**src/rtl/fifo_flops_flags_if.sv**
```systemverilog
// Producer/consumer bundle for fifo_flops_flags: push/pop handshake, data and status.
// master drives requests and write data; slave (the FIFO) drives read data and flags.
interface fifo_flops_flags_if #(
    parameter int unsigned DEPTH = 16,
    parameter int unsigned BITS  = 16
) ();
    localparam int unsigned CW = $clog2(DEPTH + 1);

    logic [BITS-1:0] Din;
    logic            push;
    logic            pop;
    logic            clr_err;
    logic [BITS-1:0] Dout;
    logic            pndng;
    logic            full;
    logic            empty;
    logic            almost_full;
    logic            almost_empty;
    logic [CW-1:0]   count;
    logic            overflow;
    logic            underflow;

    modport master (
        output Din, push, pop, clr_err,
        input  Dout, pndng, full, empty, almost_full, almost_empty, count, overflow, underflow
    );

    modport slave (
        input  Din, push, pop, clr_err,
        output Dout, pndng, full, empty, almost_full, almost_empty, count, overflow, underflow
    );
endinterface

```
**src/rtl/fifo_flops_flags.sv**
```systemverilog
// Single-clock flop-array FIFO with FWFT or registered read, threshold flags,
// occupancy count and sticky overflow/underflow error flags.
module fifo_flops_flags #(
    parameter int unsigned DEPTH  = 16,
    parameter int unsigned BITS   = 16,
    parameter int unsigned AF_LVL = DEPTH - 2,
    parameter int unsigned AE_LVL = 2,
    parameter bit          FWFT   = 1'b1
) (
    input  logic              clk,
    input  logic              rst,
    fifo_flops_flags_if.slave bus
);
    localparam int unsigned PW = (DEPTH > 1) ? $clog2(DEPTH) : 1;
    localparam int unsigned CW = $clog2(DEPTH + 1);
    localparam logic [CW-1:0] DepthC = CW'(DEPTH);
    localparam logic [CW-1:0] AfLvlC = CW'(AF_LVL);
    localparam logic [CW-1:0] AeLvlC = CW'(AE_LVL);
    localparam logic [PW-1:0] LastC  = PW'(DEPTH - 1);

    logic [BITS-1:0] mem_q [DEPTH];
    logic [PW-1:0]   wr_ptr_q, wr_ptr_d;
    logic [PW-1:0]   rd_ptr_q, rd_ptr_d;
    logic [CW-1:0]   count_q, count_d;
    logic            ovf_q, ovf_d;
    logic            unf_q, unf_d;
    logic            pop_ok, push_ok;

    // A pop on a full FIFO frees the slot the simultaneous push needs.
    assign pop_ok  = bus.pop & (count_q != '0);
    assign push_ok = bus.push & ((count_q != DepthC) | pop_ok);

    always_comb begin
        wr_ptr_d = wr_ptr_q;
        rd_ptr_d = rd_ptr_q;
        count_d  = count_q;
        if (push_ok) wr_ptr_d = (wr_ptr_q == LastC) ? '0 : wr_ptr_q + PW'(1);
        if (pop_ok)  rd_ptr_d = (rd_ptr_q == LastC) ? '0 : rd_ptr_q + PW'(1);
        if (push_ok && !pop_ok)      count_d = count_q + CW'(1);
        else if (pop_ok && !push_ok) count_d = count_q - CW'(1);
        ovf_d = (bus.push & ~push_ok) | (ovf_q & ~bus.clr_err);
        unf_d = (bus.pop & ~pop_ok) | (unf_q & ~bus.clr_err);
    end

    always_ff @(posedge clk or negedge rst) begin
        if (!rst) begin
            wr_ptr_q <= '0;
            rd_ptr_q <= '0;
            count_q  <= '0;
            ovf_q    <= 1'b0;
            unf_q    <= 1'b0;
        end else begin
            wr_ptr_q <= wr_ptr_d;
            rd_ptr_q <= rd_ptr_d;
            count_q  <= count_d;
            ovf_q    <= ovf_d;
            unf_q    <= unf_d;
        end
    end

    // Storage is deliberately not reset; validity is tracked by count_q.
    always_ff @(posedge clk) begin
        if (push_ok) mem_q[wr_ptr_q] <= bus.Din;
    end

    generate
        if (FWFT) begin : g_fwft
            assign bus.Dout = (count_q != '0) ? mem_q[rd_ptr_q] : '0;
        end else begin : g_reg
            logic [BITS-1:0] dout_q;
            always_ff @(posedge clk or negedge rst) begin
                if (!rst)        dout_q <= '0;
                else if (pop_ok) dout_q <= mem_q[rd_ptr_q];
            end
            assign bus.Dout = dout_q;
        end
    endgenerate

    assign bus.count        = count_q;
    assign bus.pndng        = (count_q != '0);
    assign bus.empty        = (count_q == '0);
    assign bus.full         = (count_q == DepthC);
    assign bus.almost_full  = (count_q >= AfLvlC);
    assign bus.almost_empty = (count_q <= AeLvlC);
    assign bus.overflow     = ovf_q;
    assign bus.underflow    = unf_q;
endmodule

```
**src/flat_wrapper.sv**
```systemverilog
// flat-port wrapper written by rule: the top's interface ports become plain ports
module fifo_flops_flags_flat 
#(
    parameter int unsigned DEPTH  = 16,
    parameter int unsigned BITS   = 16,
    parameter int unsigned AF_LVL = DEPTH - 2,
    parameter int unsigned AE_LVL = 2,
    parameter bit          FWFT   = 1'b1
)
  (clk, rst, bus_Din, bus_push, bus_pop, bus_clr_err, bus_Dout, bus_pndng, bus_full, bus_empty, bus_almost_full, bus_almost_empty, bus_count, bus_overflow, bus_underflow);
  fifo_flops_flags_if #(.DEPTH(DEPTH), .BITS(BITS)) bus_i ();
  input  logic clk;
  input  logic rst;
  input wire logic [$bits(bus_i.Din)-1:0] bus_Din;
  input wire logic [$bits(bus_i.push)-1:0] bus_push;
  input wire logic [$bits(bus_i.pop)-1:0] bus_pop;
  input wire logic [$bits(bus_i.clr_err)-1:0] bus_clr_err;
  output wire logic [$bits(bus_i.Dout)-1:0] bus_Dout;
  output wire logic [$bits(bus_i.pndng)-1:0] bus_pndng;
  output wire logic [$bits(bus_i.full)-1:0] bus_full;
  output wire logic [$bits(bus_i.empty)-1:0] bus_empty;
  output wire logic [$bits(bus_i.almost_full)-1:0] bus_almost_full;
  output wire logic [$bits(bus_i.almost_empty)-1:0] bus_almost_empty;
  output wire logic [$bits(bus_i.count)-1:0] bus_count;
  output wire logic [$bits(bus_i.overflow)-1:0] bus_overflow;
  output wire logic [$bits(bus_i.underflow)-1:0] bus_underflow;
  assign bus_i.Din = bus_Din;
  assign bus_i.push = bus_push;
  assign bus_i.pop = bus_pop;
  assign bus_i.clr_err = bus_clr_err;
  assign bus_Dout = bus_i.Dout;
  assign bus_pndng = bus_i.pndng;
  assign bus_full = bus_i.full;
  assign bus_empty = bus_i.empty;
  assign bus_almost_full = bus_i.almost_full;
  assign bus_almost_empty = bus_i.almost_empty;
  assign bus_count = bus_i.count;
  assign bus_overflow = bus_i.overflow;
  assign bus_underflow = bus_i.underflow;
  fifo_flops_flags #(.DEPTH(DEPTH), .BITS(BITS), .AF_LVL(AF_LVL), .AE_LVL(AE_LVL), .FWFT(FWFT)) u_core (.clk(clk), .rst(rst), .bus(bus_i));
endmodule
```
**config.mk**
```make
export PLATFORM = sky130hd
export DESIGN_NAME = fifo_flops_flags_flat
export DESIGN_NICKNAME = d
export VERILOG_FILES = /design/src/rtl/fifo_flops_flags_if.sv /design/src/rtl/fifo_flops_flags.sv /design/src/flat_wrapper.sv
export SDC_FILE = /design/constraint.sdc
export NUM_CORES = 1
export LEC_CHECK = 0
export CELL_PAD_IN_SITES_DETAIL_PLACEMENT = 2
export CELL_PAD_IN_SITES_GLOBAL_PLACEMENT = 2
export CORE_MARGIN = 2
export CORE_UTILIZATION = 49
export CTS_BUF_LIST = sky130_fd_sc_hd__clkbuf_4
export CTS_CLUSTER_SIZE = 16
export DETAILED_ROUTE_END_ITERATION = 6
export PLACE_DENSITY_LB_ADDON = 0.1
export SLEW_MARGIN = 5
export SYNTH_ARGS = -nofsm -noshare
export SYNTH_HDL_FRONTEND = slang
export SYNTH_SLANG_ARGS = --single-unit
```
**constraint.sdc**
```tcl
create_clock -name clk -period 3.4 [get_ports clk]
set_input_delay 1.02 -clock clk [delete_from_list [all_inputs] [get_ports clk]]
set_output_delay 1.02 -clock clk [all_outputs]
set_load 0.005 [all_outputs]
```
==> impl_results.md, run 1 <==
- Outcome: aborted with a tool error
- Fail Step: detailed placement
- Run Error: [ERROR DPL-0033] detailed placement checks failed during check placement.
- Synth cell types: 46
- Gpl congestion: 0.7143
- Initial Util: ~50%
- Die height: 152.9 microns
- Synthesis-stage register bit count: approximately 270
- Syn. warnings: 0
- Post-DP HPWL: ~19 mm
- Top cells by area, synth: edfxtp_1 71%, mux4_2 13%, dfrtp_1 3.5%, mux2_2 1.6%, mux2i_1 1.5%
- Commonest cells in the netlist: 256 x edfxtp_1, 64 x mux4_2, 19 x a21oi_1
- Asr flop ratio synth: under 10%
- Seq/Total Area, Yosys: approximately three quarters
- DIE WIDTH: around 150 microns
- Ports: 49
- Primary FF master, synth: edfxtp_1
- Post-synth EDFFs: around 260
- Rows: between 50 and 60
- Syn_nets: about 550
- Post-Syn Area: roughly 11,000 sq um
- Synth area leader: edfxtp_1
- Top-count cell post-synth: edfxtp_1
- Port Buf Inserts: 48
- Cells after Synth: 521
- Synth Area per Inst: ~21 sq um
- Synth top area share: a little over two thirds
through the flow:
stage / std cells / hold WS (ns) / setup WS [ns]
after floorplan: 521 / 0.4893 / 0.3743
after global placement: 856 / 0.4847 / 0.2026
cells by family after synthesis:
logic type,share of synthesized area [%]
buffers and inverters,1.797
AO/OA/AOI/OAI,3.387
adder cells (fa/ha/maj),1.221
flip-flops,74.24
AND/OR/NAND/NOR,2.339
XOR/XNOR,0.4033
multiplexers,16.61
==> run 2, diff against run 1 <==
CELL_PAD_IN_SITES_DETAIL_PLACEMENT = not set   (was 2)
CELL_PAD_IN_SITES_GLOBAL_PLACEMENT = not set   (was 2)
CORE_UTILIZATION = 40   (was 49)
CTS_BUF_LIST = not set   (was sky130_fd_sc_hd__clkbuf_4)
CTS_CLUSTER_SIZE = not set   (was 16)
PLACE_DENSITY_LB_ADDON = 0.15   (was 0.1)
==> impl_results.md, run 2 <==
- Initial Util: 40.52%
- Setup Crit Path Kind: flip-flop to primary output
- First-pass GRT wire length: between 30 and 40 mm
- GR Overflow Total: 0
- Syn_nets: 552
- Syn. warnings: 0
- Asr flop ratio synth: around 5.5%
- Top-count cell post-synth: edfxtp_1
- Seq/Total Area, Yosys: roughly three quarters
- Sw Ratio: about 30%
- Gpl congestion: between 0.7 and 0.8
- Switching pwr: approximately 3.6 mW
- Placed cells: 932
- Outcome: finished, violations left
- Worst-skew pair later-pin latency: 0.54 ns
- Post-Syn Area: 10,860 sq um
- Maxcap violations: 0
- P_int: around 8.3 mW
- CTS tree: yes
- Synth top area share: 70.78%
- Synth cell types: between 40 and 50
- Tot GR Track Use: between 10% and 20%
- Synth-to-Final Area Change: 25.20%
- TritonCTS Buffers: 29
- Antenna violations before repair: 2
- Synthesis-stage register bit count: between 200 and 300
- Pre-Repair DR Iteration Count: 5
- Fin cells: 1,019
- Final net count: 689
- Min cycle time layout: 3.572 ns
- Final setup vio count: 14
- Die height: roughly 170 microns
- Post-synth EDFFs: between 200 and 300
- Final wirelength: around 25 mm
- Post-route DRC violation count: 0
- Post-DP HPWL: roughly 15 mm
- Crit path launch type: flip-flop
- Drt wl/cell: roughly 25 microns
- Share of cells above drive strength 1: around 39%
- Initial drt markers: 478
- Hold Vio Cnt, Final: 0
- Die area: ~28,000 sq um
- Flop pwr share: a little over a third
- Final core utilization: a little over 50%
- Synth area leader: edfxtp_1
- Routed vias: 5,624
- HP Class: flip-flop to flip-flop
- Worst reg-to-reg path cell count: 10
- Primary FF master, synth: edfxtp_1
- Root Buffer Master: clkbuf_16
- Commonest cells in the netlist: 256 x edfxtp_1, 64 x mux4_2, 19 x a21oi_1
- CP Max Fanout: 5
- Max-slew violations: 0
- Slew at the pin closest to its max-slew limit: roughly 0.73 ns
- Synth Area per Inst: 20.85 sq um
- Worst-path clk slew: around 0.060 ns
- Final ANT Viol Nets: 0
- Commonest non-fill, non-tap cell in the layout: edfxtp_1
- Clock Skews: ~0.02 ns
- Max Fclk: approximately 280 MHz
- Pleak: about 4.7 nW
- Crit path DAT: about 2.6 ns
- Hold buffers post-CTS: 0
- Final Cycle Share: 105.1%
- Port Buf Inserts: 48
- Top cells by area, synth: edfxtp_1 71%, mux4_2 13%, dfrtp_1 3.5%, mux2_2 1.6%, mux2i_1 1.5%
- Most frequent cells in the layout: 256 x edfxtp_1, 64 x mux4_2, 59 x buf_4, 31 x clkdlybuf4s50_1, 30 x clkbuf_16
- Cells after Synth: ~520
- Worst setup margin: -0.1718 ns
- Number of global-route vias before repair: 6,009
- Ports: 49
- Hold Crit Depth: 1
- Total clock sinks: roughly 270
- DIE WIDTH: around 170 microns
- RSZ-0062 raised after global routing: true
- Clock Power Share: roughly a quarter
- Slew HR: 51.40%
- Clock buffer depth: 3
- Part of the power in combinational logic: ~39%
- Rows: 60
- Largest Register: u_core.mem_q
- Max FFs per register: 256
- Critical path endpoint category: primary output
- Drt via density: roughly 5.5
- Largest net degree at the start of global routing: 25
- H-Tree Depth: 1
- Fin Hold WS: 0.5204 ns
- Violated checks: negative setup slack
- VDD IR-drop max: 0.0004810 V
- Core Region: ~27,000 sq um
- WP data required: approximately 2.4 ns
- Pwr Density: 874.8 nW/um^2
run 2: power by group through the flow:
stage	logic, mW	registers (mW)	clock network, mW
final	4.65	4.25	3.00
after floorplan	2.31	4.18	0
after global routing	4.97	4.28	3.19
after detailed placement	3.85	4.29	0
after global placement	3.79	4.26	0
after CTS	4.56	4.25	3.06
run 2: layout make-up:
class | count | area (sq um)
antenna | 1 | 2.502
clock buffer | 35 | 748.2
clock inverter | 15 | 150.1
fill | 2141 | 13200
inverter | 10 | 37.54
multi-input combinational | 212 | 2763
sequential | 271 | 8069
tap | 341 | 426.7
timing repair buffer | 134 | 1400
run 2: repair_timing:
action | 4_1_cts | 5_1_grt
cloned | 5 | 1
setup endpoints to repair | 18 | 17
resized for setup | 107 | 12
endpoints found under the hold margin | 0 | 0
pin swaps | 5 | 6
buffers inserted | 26 | 6
run 2: logic make-up after synthesis:
| group | share of synthesized area, % |
|---|---|
| adder cells (fa/ha/maj) | 1.221 |
| AO/OA/AOI/OAI | 3.387 |
| multiplexers | 16.61 |
| flip-flops | 74.24 |
| AND/OR/NAND/NOR | 2.339 |
| buffers and inverters | 1.797 |
| XOR/XNOR | 0.4033 |
run 2: final timing paths:
path	start	end	slack, ns
setup / recovery	u_core.rd_ptr_q[1]	bus_Dout[0]	-0.17
hold / removal	u_core.bus.overflow	u_core.bus.overflow	0.52
setup reg to reg	u_core.bus.count[3]	u_core.bus.count[4]	0.38
hold reg to reg	u_core.bus.overflow	u_core.bus.overflow	0.52
max in group asynchronous	rst	u_core.rd_ptr_q[1]	1.93
min in group asynchronous	rst	u_core.wr_ptr_q[0]	0.92
run 2: critical path, cell delays in order (launching register included):
cell	delay, ns
dfrtp_4	0.53
buf_12	0.16
buf_16	0.13
buf_12	0.12
mux4_2	0.42
mux2_4	0.29
o21ai_2	0.14
a21oi_2	0.07
buf_2	0.17
run 2: through the flow:
stage          setup slack [ns]  TNS [ns]  area, sq um  power [mW]
6_report                -0.1718    -1.255        13600       11.89
3_5_place_dp            0.07748         0        12090       8.139
4_1_cts                 -0.1723    -1.445        13490       11.87
5_1_grt                 -0.2369    -2.374        13590       12.44
3_3_place_gp            0.08390         0        12090       8.048
2_1_floorplan            0.3743         0        10860       6.497
run 2: routing by layer:
| metal | wire [microns] | vias up | GRT usage (%) |
|---|---|---|---|
| met1 | 11250 | 2983 | 25.81 |
| li1 | - | 2437 | - |
| met4 | 436 | 2 | 4.498 |
| met2 | 12140 | 167 | 29.08 |
| met3 | 1525 | 35 | 3.227 |
| met5 | 13 | - | 0 |
Power figures use the tool's default switching activity.
